`config.mk`:
```
export PLATFORM = sky130hd
export DESIGN_NAME = shift_sequencer
export DESIGN_NICKNAME = d
export VERILOG_FILES = /design/src/rtl/shift_sequencer_pkg.sv /design/src/rtl/shift_seq_cnt.sv /design/src/rtl/shift_sequencer.sv
export SDC_FILE = /design/constraint.sdc
export NUM_CORES = 1
export LEC_CHECK = 0
export CAP_MARGIN = 20
export CORE_AREA = 2 2 62 64
export DETAILED_ROUTE_END_ITERATION = 16
export DIE_AREA = 0 0 64 66
export SYNTH_ARGS = -nofsm -noshare
export SYNTH_HDL_FRONTEND = slang
export SYNTH_SLANG_ARGS = --single-unit
```
`constraint.sdc`:
```
create_clock -name clk -period 1.58 [get_ports clk]
set_input_delay 0.316 -clock clk [delete_from_list [all_inputs] [get_ports clk]]
set_output_delay 0.316 -clock clk [all_outputs]
set_load 0.05 [all_outputs]
```
`src/rtl/shift_sequencer_pkg.sv`:
```
// Shared op codes, register MODO codes and FSM state encoding for shift_sequencer.
package shift_sequencer_pkg;

  typedef enum logic [1:0] {
    OP_SHL = 2'b00,
    OP_SHR = 2'b01,
    OP_ROL = 2'b10,
    OP_ROR = 2'b11
  } op_e;

  typedef enum logic [1:0] {
    MODO_SHIFT  = 2'b00,
    MODO_ROTATE = 2'b01,
    MODO_LOAD   = 2'b10,
    MODO_HOLD   = 2'b11
  } modo_e;

  typedef enum logic [1:0] {
    S_IDLE,
    S_LOAD,
    S_RUN,
    S_DONE
  } state_e;

  // op[1] selects rotate vs shift; op[0] is the direction and goes to DIR.
  function automatic modo_e run_modo(input logic [1:0] op);
    return op[1] ? MODO_ROTATE : MODO_SHIFT;
  endfunction

endpackage

```
`src/rtl/shift_seq_cnt.sv`:
```
// Loadable down-counter holding the remaining step count; zero/last flags steer the FSM.
module shift_seq_cnt #(
  parameter int CNT_W = 3
) (
  input  logic             clk,
  input  logic             rst_n,
  input  logic             load,
  input  logic             dec,
  input  logic [CNT_W-1:0] load_val,
  output logic [CNT_W-1:0] cnt,
  output logic             zero,
  output logic             last
);

  logic [CNT_W-1:0] cnt_q, cnt_d;

  always_comb begin
    cnt_d = cnt_q;
    if (load)
      cnt_d = load_val;
    else if (dec && (cnt_q != '0))
      cnt_d = cnt_q - CNT_W'(1);
  end

  always_ff @(posedge clk) begin
    if (!rst_n) cnt_q <= '0;
    else        cnt_q <= cnt_d;
  end

  assign cnt  = cnt_q;
  assign zero = (cnt_q == '0);
  assign last = (cnt_q == CNT_W'(1));

endmodule

```
`src/rtl/shift_sequencer.sv`:
```
// Command sequencer for a 4-bit universal shift register: load, step <count> times, report Q.
// Optional serial-out capture is enabled by defining SHIFT_SEQ_CAPTURE_EN.
module shift_sequencer
  import shift_sequencer_pkg::*;
#(
  parameter int WIDTH = 4,
  parameter int CNT_W = 3
) (
  input  logic             clk,
  input  logic             ENB,
  input  logic             cmd_valid,
  output logic             cmd_ready,
  input  logic [1:0]       cmd_op,
  input  logic [WIDTH-1:0] cmd_data,
  input  logic [CNT_W-1:0] cmd_count,
  input  logic             cmd_sin,
  output logic             sr_enb,
  output logic [1:0]       sr_modo,
  output logic             sr_dir,
  output logic             sr_sin,
  output logic [WIDTH-1:0] sr_d,
  input  logic [WIDTH-1:0] sr_q,
  input  logic             sr_sout,
  output logic             busy,
  output logic             done,
  output logic [WIDTH-1:0] result,
  output logic [WIDTH-1:0] cap_data
);

  state_e           state_q, state_d;
  logic [1:0]       op_q, op_d;
  logic [WIDTH-1:0] data_q, data_d;
  logic             sin_q, sin_d;
  logic             cmd_ready_q, cmd_ready_d;
  logic             sr_enb_q, sr_enb_d;
  modo_e            sr_modo_q, sr_modo_d;
  logic             sr_dir_q, sr_dir_d;
  logic             sr_sin_q, sr_sin_d;
  logic [WIDTH-1:0] sr_d_q, sr_d_d;
  logic             done_q, done_d;
  logic [WIDTH-1:0] result_q, result_d;

  logic             accept;
  logic             cnt_zero, cnt_last;
  logic [CNT_W-1:0] cnt_val;

  assign accept = cmd_valid && cmd_ready_q;

  // Count is loaded on the accept edge so LOAD can already see a zero request.
  shift_seq_cnt #(.CNT_W(CNT_W)) u_cnt (
    .clk      (clk),
    .rst_n    (ENB),
    .load     (accept),
    .dec      (state_q == S_RUN),
    .load_val (cmd_count),
    .cnt      (cnt_val),
    .zero     (cnt_zero),
    .last     (cnt_last)
  );

  always_comb begin
    state_d = state_q;
    op_d    = op_q;
    data_d  = data_q;
    sin_d   = sin_q;
    case (state_q)
      S_IDLE: if (accept) begin
        op_d    = cmd_op;
        data_d  = cmd_data;
        sin_d   = cmd_sin;
        state_d = S_LOAD;
      end
      S_LOAD:  state_d = cnt_zero ? S_DONE : S_RUN;
      S_RUN:   if (cnt_last) state_d = S_DONE;
      S_DONE:  state_d = S_IDLE;
      default: state_d = S_IDLE;
    endcase

    // Register-facing outputs are decoded from the next state so they are flops.
    cmd_ready_d = (state_d == S_IDLE);
    sr_enb_d    = 1'b1;
    sr_modo_d   = MODO_HOLD;
    sr_dir_d    = 1'b0;
    sr_sin_d    = 1'b0;
    sr_d_d      = '0;
    case (state_d)
      S_LOAD: begin
        sr_modo_d = MODO_LOAD;
        sr_d_d    = data_d;
      end
      S_RUN: begin
        sr_modo_d = run_modo(op_d);
        sr_dir_d  = op_d[0];
        sr_sin_d  = sin_d;
      end
      default: ;
    endcase

    // Q is final one cycle after the last step, i.e. while sitting in DONE.
    done_d   = (state_q == S_DONE);
    result_d = (state_q == S_DONE) ? sr_q : result_q;
  end

  always_ff @(posedge clk) begin
    if (!ENB) begin
      state_q     <= S_IDLE;
      op_q        <= '0;
      data_q      <= '0;
      sin_q       <= 1'b0;
      cmd_ready_q <= 1'b0;
      sr_enb_q    <= 1'b0;
      sr_modo_q   <= MODO_HOLD;
      sr_dir_q    <= 1'b0;
      sr_sin_q    <= 1'b0;
      sr_d_q      <= '0;
      done_q      <= 1'b0;
      result_q    <= '0;
    end else begin
      state_q     <= state_d;
      op_q        <= op_d;
      data_q      <= data_d;
      sin_q       <= sin_d;
      cmd_ready_q <= cmd_ready_d;
      sr_enb_q    <= sr_enb_d;
      sr_modo_q   <= sr_modo_d;
      sr_dir_q    <= sr_dir_d;
      sr_sin_q    <= sr_sin_d;
      sr_d_q      <= sr_d_d;
      done_q      <= done_d;
      result_q    <= result_d;
    end
  end

`ifdef SHIFT_SEQ_CAPTURE_EN
  logic [WIDTH-1:0] cap_q, cap_d;

  always_comb begin
    cap_d = cap_q;
    if (accept)
      cap_d = '0;
    else if (state_q == S_RUN)
      cap_d = {cap_q[WIDTH-2:0], sr_sout};
  end

  always_ff @(posedge clk) begin
    if (!ENB) cap_q <= '0;
    else      cap_q <= cap_d;
  end

  assign cap_data = cap_q;
`else
  logic unused_sout;
  assign unused_sout = sr_sout;
  assign cap_data    = '0;
`endif

  logic [CNT_W-1:0] unused_cnt;
  assign unused_cnt = cnt_val;

  assign cmd_ready = cmd_ready_q;
  assign busy      = ~cmd_ready_q;
  assign sr_enb    = sr_enb_q;
  assign sr_modo   = sr_modo_q;
  assign sr_dir    = sr_dir_q;
  assign sr_sin    = sr_sin_q;
  assign sr_d      = sr_d_q;
  assign done      = done_q;
  assign result    = result_q;

endmodule

```
# After elaboration in Yosys (flattened, before gate mapping)
# Cells that the tools add are included.
[word_totals]
register_bits = 27
in_bits = 18
out_inout_bits = 20
word_cells = 45
[classes]
add_sub_neg = 1
n_eq_ne = 6
mux = 15
bitwise_logic = 1
reduce_logical = 9
[op_table]
columns = ["cell", "count"]
rows = [
  ["2-bit two-way mux", 4],
  ["4-bit two-way mux", 2],
  ["2-bit case mux with 4 select lines", 1],
  ["2-bit == test (second input constant)", 3],
  ["3-bit two-way mux", 2],
  ["1-bit two-way mux", 5],
  ["2-bit by 1-bit == test with 1-bit output (second input constant)", 2],
  ["2-bit logical NOT", 2],
  ["2-bit case mux with 2 select lines", 1],
  ["2-bit AND reduction", 2],
  ["3-bit by 1-bit == test with 1-bit output (second input constant)", 1],
  ["3-bit logical NOT", 1],
  ["3-bit nonzero test", 1],
  ["3-bit by 1-bit subtractor with 3-bit output (second input constant)", 1],
  ["1-bit logical AND", 2],
  ["2-bit nonzero test", 1],
  ["1-bit inverter", 1],
]

# Longest topological paths before layout
[depth]
depth_word = 5
ltp_mapped = 6
ltp_nobuf = 6

# Hierarchy
# Synthesis repeated with hierarchy kept, for this count alone.
[hier_totals]
cells_unflattened = 110
hier_area_um2 = 1198.6
[by_module_without_submodules]
columns = ["module", "instances", "cells_each", "area_per_inst_um2"]
rows = [
  ["shift_sequencer", 1, 84, 974.7],
  ["shift_seq_cnt", 1, 26, 224.0],
]

# Worst setup path after synthesis
# OpenSTA, ideal clock, no wires.
[synth_path]
path_kind = "reg2reg"
startpoint = "reg cmd_ready_q (netlist: cmd_ready)"
endpoint = "reg sr_modo_q[0] (netlist: sr_modo[0])"
setup_ns = 0.115
arrival_time_ns = 1.468
path_slack_ns = -0.003
path_stages_with_launch = 5
n_path_buf = 0
path_cell_list = "dfxtp_1 > nand3_2 > mux2i_1 > nand2_1 > o21a_1"
[synth_via]
elab_chain_cells = 5
[synth_rtl]
columns = ["item", "line", "rtl"]
rows = [
  ["from (decl)", "shift_sequencer.sv:34", "logic cmd_ready_q, cmd_ready_d;"],
  ["from (signal assigned)", "shift_sequencer.sv:123", "cmd_ready_q <= cmd_ready_d;"],
  ["1-bit logical AND *", "shift_sequencer.sv:47", "assign accept = cmd_valid && cmd_ready_q;"],
  ["2-bit two-way mux", "shift_sequencer.sv:67", "S_IDLE: if (accept) begin"],
  ["2-bit case mux with 4 select lines or 2-bit two-way mux (tied branches)", "shift_sequencer.sv:66", "case (state_q)"],
  ["2-bit == test (tied with other cells)", "shift_sequencer.sv:86", "case (state_d)"],
  ["2-bit case mux with 2 select lines *", "shift_sequencer.sv:86", ""],
  ["to (signal assigned)", "shift_sequencer.sv:125", "sr_modo_q <= sr_modo_d;"],
  ["to (decl)", "shift_sequencer.sv:36", "modo_e sr_modo_q, sr_modo_d;"],
]
# Every way passes the cells marked *; elsewhere a longest branch is shown, timed or not.
# A chain may end at the register's enable or synchronous reset.

# Worst setup path in the final report
[layout_path]
startpoint = "reg state_q[1]"
endpoint = "reg sr_modo_q[0] (netlist: sr_modo[0])"
[layout_via]
elab_chain_cells = 4
[layout_rtl]
columns = ["item", "line", "rtl"]
rows = [
  ["from (decl)", "shift_sequencer.sv:30", "state_e state_q, state_d;"],
  ["from (signal assigned)", "shift_sequencer.sv:119", "state_q <= state_d;"],
  ["2-bit == test (tied with other cells)", "shift_sequencer.sv:66", ""],
  ["2-bit case mux with 4 select lines *", "shift_sequencer.sv:66", ""],
  ["named net state_d[1]", "shift_sequencer.sv:30", ""],
  ["2-bit == test or 2-bit by 1-bit == test with 1-bit output (tied branches)", "shift_sequencer.sv:86", ""],
  ["2-bit case mux with 2 select lines *", "shift_sequencer.sv:86", ""],
]
# The timed path passes the listed nets; every way through them passes the cells marked *.

==> summary.txt <==
Run status
  • Status: completed

Finish
  • Nets: 177
  • Footprint of the multi-input gates: 480 um^2
  • Reg area: 542 um^2
  • # fillers: 340
  • Share of cells above drive strength 1: 0.227
  • Ant. Diodes: 0
  • Area Overhead vs Synth: 41.3%
  • Fin util: 0.429

Pwr
  • IR drop worst, VDD: 0.474 mV
  • Sw frac: 0.392
  • LEAKAGE: 0.691 nW
  • Clock power frac: 0.133
  • Power Dens Cells: 1510 nW/um^2
  • Sequential share of power: 0.375
  • Logic pwr share: 0.491
  • Pint: 0.00140 W
  • P_sw: 0.000900 W
  • Total power: 0.00230 W

Hold path
  • HP Class: flop to flop
  • Worst hold path endpoint: op_q[0]
  • Min-delay src: op_q[0]
  • Hold path depth: 2

Synth
  • Syn Inst Count: 107
  • Seq/Total Area, Yosys: 0.502
  • Most frequent cell after synthesis: dfxtp_1
  • Top_reg_cell synth: dfxtp_1
  • Post-synth EDFFs: 0
  • Ys async rst share: 0
  • Post-Synthesis Cell Area: 1080 um^2
  • Synth area leaders: dfxtp_1, mux2i_1, ha_1
  • Synth cell count leaders: dfxtp_1, nor2_1, mux2i_1
  • Ys Warns: 0
  • Count of different cell masters after synthesis: 27
  • Flops & latches, synth: 27
  • Synth area leader: dfxtp_1
  • Synth top area share: 0.502
  • Syn avg cell area: 10.1 um^2

Clocking
  • # clock sinks: 27
  • Clk buf depth: 2
  • Worst-Skew Late Latency: 0.33 ns
  • Post-CTS Setup Inserts: 0
  • CTS tree: built
  • Root buffer cell: clkbuf_4
  • Clk slew on worst S/H paths: 0.14 ns
  • Hold Buf Count CTS: 0
  • Inserted Clock Buffers: 3
  • Htree depth: 1
  • PostCTS Resize Cnt: 0

Floorplan
  • Die width: 64 um
  • Initial Util: 0.303
  • Core ar.: 3550 um^2
  • IO Count: 38
  • Die ar.: 4220 um^2
  • Die H: 66 um
  • Std-Cell Rows: 22

Critical path
  • Worst Setup Start Kind: flop
  • CP Data Required Time: 1.83 ns
  • WP data arrival: 1.80 ns
  • Reg2reg start: state_q[1]
  • Critical-path cell list: inv_1 > ha_1 > or2b_1 > a221o_1 > o21a_1
  • Worst Setup SP: state_q[1]
  • Critical path class: flop to flop
  • R2R Path End: sr_modo[0]
  • Critical path's slowest cell: a221o_1
  • Worst R2R Setup Slack: 0.03 ns
  • CP endpoint kind: flop
  • Crit-path max FO: 5
  • Slowest stage delay, CP: 0.37 ns
  • Depth of the most critical reg-to-reg path: 5

Global routing
  • Antenna violations before repair: 0
  • Vias in the first global route: 794
  • Total GRT Usage: 0.104
  • Grt ovf: 0
  • Largest net degree at the start of global routing: 17
  • Global-route wire length before repair: 3.37 mm

Route
  • Final wirelength: 2.15 mm
  • DRC: 0
  • DR iter-0 viols: 18
  • DR vias/cell: 4.10
  • DRT antenna net count: 0
  • Drt first pass iters: 4
  • Via count: 811
  • Wire per inst: 10.9 um

Run
  • Maxcap violations: 0

STA
  • Max-slew violations: 0
  • RSZ-0062 raised after global routing: no
  • Final setup margin: 0.0318 ns
  • Endpoints failing setup: 0
  • Setup_tns: 0 ns
  • Clock Skew: 0.00344 ns
  • F_max: 646 MHz
  • Tmin final: 1.55 ns
  • Ratio of final minimum period to clock period: 0.980
  • Final hold vios: 0

Placed design
  • Place WS: -0.0869 ns
  • # port buffers: 32
  • Routability cong.: 0.786
  • Hpwl dp: 1.68 mm
cell usage in the layout (no fill, tap or decap):
| master | synthesis | layout |
|---|---|---|
| a22oi_1 | 1 | 1 |
| nand3_1 | 2 | 2 |
| a221o_1 | 1 | 1 |
| o21ai_0 | 2 | 1 |
| o21ai_1 | 0 | 1 |
| nand2b_1 | 1 | 1 |
| a211oi_1 | 1 | 1 |
| and3_1 | 1 | 1 |
| clkdlybuf4s50_1 | 0 | 16 |
| nor3_1 | 2 | 2 |
| buf_4 | 4 | 24 |
| nand2b_4 | 1 | 1 |
| clkbuf_4 | 0 | 3 |
| dfxtp_1 | 27 | 26 |
| nand2_1 | 4 | 4 |
| a21oi_1 | 2 | 2 |
| or2b_1 | 1 | 1 |
| inv_1 | 8 | 8 |
| conb_1 | 1 | 4 |
| clkinvlp_4 | 0 | 1 |
| dfxtp_2 | 0 | 1 |
| buf_12 | 0 | 2 |
| o21a_1 | 1 | 1 |
| nor2_1 | 17 | 17 |
| xnor2_1 | 2 | 2 |
| a221o_2 | 1 | 1 |
| a31oi_1 | 1 | 1 |
| ha_1 | 8 | 8 |
| nor2b_1 | 2 | 2 |
| and2_1 | 2 | 2 |
| nand3_2 | 1 | 1 |
| mux2i_1 | 11 | 11 |
worst max-delay path by stage:
stage / to / slack, ns
final: sr_modo[0] / 0.03
after global routing: sr_modo[0] / 0.01
after CTS: sr_modo[0] / 0.05
after detailed placement: sr_modo[0] / -0.09
after global placement: sr_modo[0] / -0.08
after floorplan: sr_modo[0] / 0.08
through the flow:
step	hold slack [ns]	area [um^2]	cells
after floorplan	0.344	1090	110
after global placement	0.471	1490	194
after detailed placement	0.479	1490	194
after CTS	0.514	1520	198
after global routing	0.540	1520	198
final	0.507	1520	198
registers in the layout, indices dropped and copies added, names as in the netlist:
name	cells
sr_d	4
sr_dir	1
data_q	4
state_q	2
done	1
u_cnt.cnt	3
sin_q	1
sr_enb	1
sr_sin	1
result	4
op_q	2
sr_modo	2
cmd_ready	1
cell type report:
type                    count  share of cell area
repair buffers             42               0.250
clock inverters             1             0.00493
flip-flops and latches     27               0.356
inverters                   8              0.0197
multi-input cells          69               0.316
clock buffers               3              0.0148
well taps                  48              0.0394
per-layer routing:
metal / GRT usage / vias to the layer above / part of all wire
met1: 0.127 / 357 / 0.46
met2: 0.172 / 23 / 0.48
met3: 0.0136 / 4 / 0.045
met4: 0.0652 / 0 / 0.020
met5: 0 / - / 0
li1: - / 427 / -
kinds of logic (layout without fill, tap and decap cells):
family / after synthesis / in the layout / share of synthesized area
muxes: 11 / 11 / 0.102
other: 1 / 4 / 0.00348
xor gates and xnor gates: 2 / 2 / 0.0163
buffers and inverters: 14 / 54 / 0.0627
AOI/OAI and AO/OA: 10 / 10 / 0.0651
DFF: 27 / 27 / 0.502
adders and majority gates: 8 / 8 / 0.0929
and+or+nand+nor: 34 / 34 / 0.156
critical path, delay by kind of cell (launching register included):
family          cells  cell delay (ns)
fa+ha+maj           1             0.29
compound gates      2             0.51
buf+inv             1             0.07
flops               1             0.36
simple gates        1             0.25
power groups by stage:
| stage | logic (W) | registers, W | clock network [W] |
|---|---|---|---|
| after global placement | 0.00112 | 0.000873 | 0 |
| after floorplan | 0.000551 | 0.00104 | 0 |
| final | 0.00113 | 0.000862 | 0.000306 |
| after global routing | 0.00122 | 0.000876 | 0.000346 |
| after detailed placement | 0.00113 | 0.000877 | 0 |
| after CTS | 0.00113 | 0.000863 | 0.000319 |
Note: power is estimated with default switching activity, not from simulation.
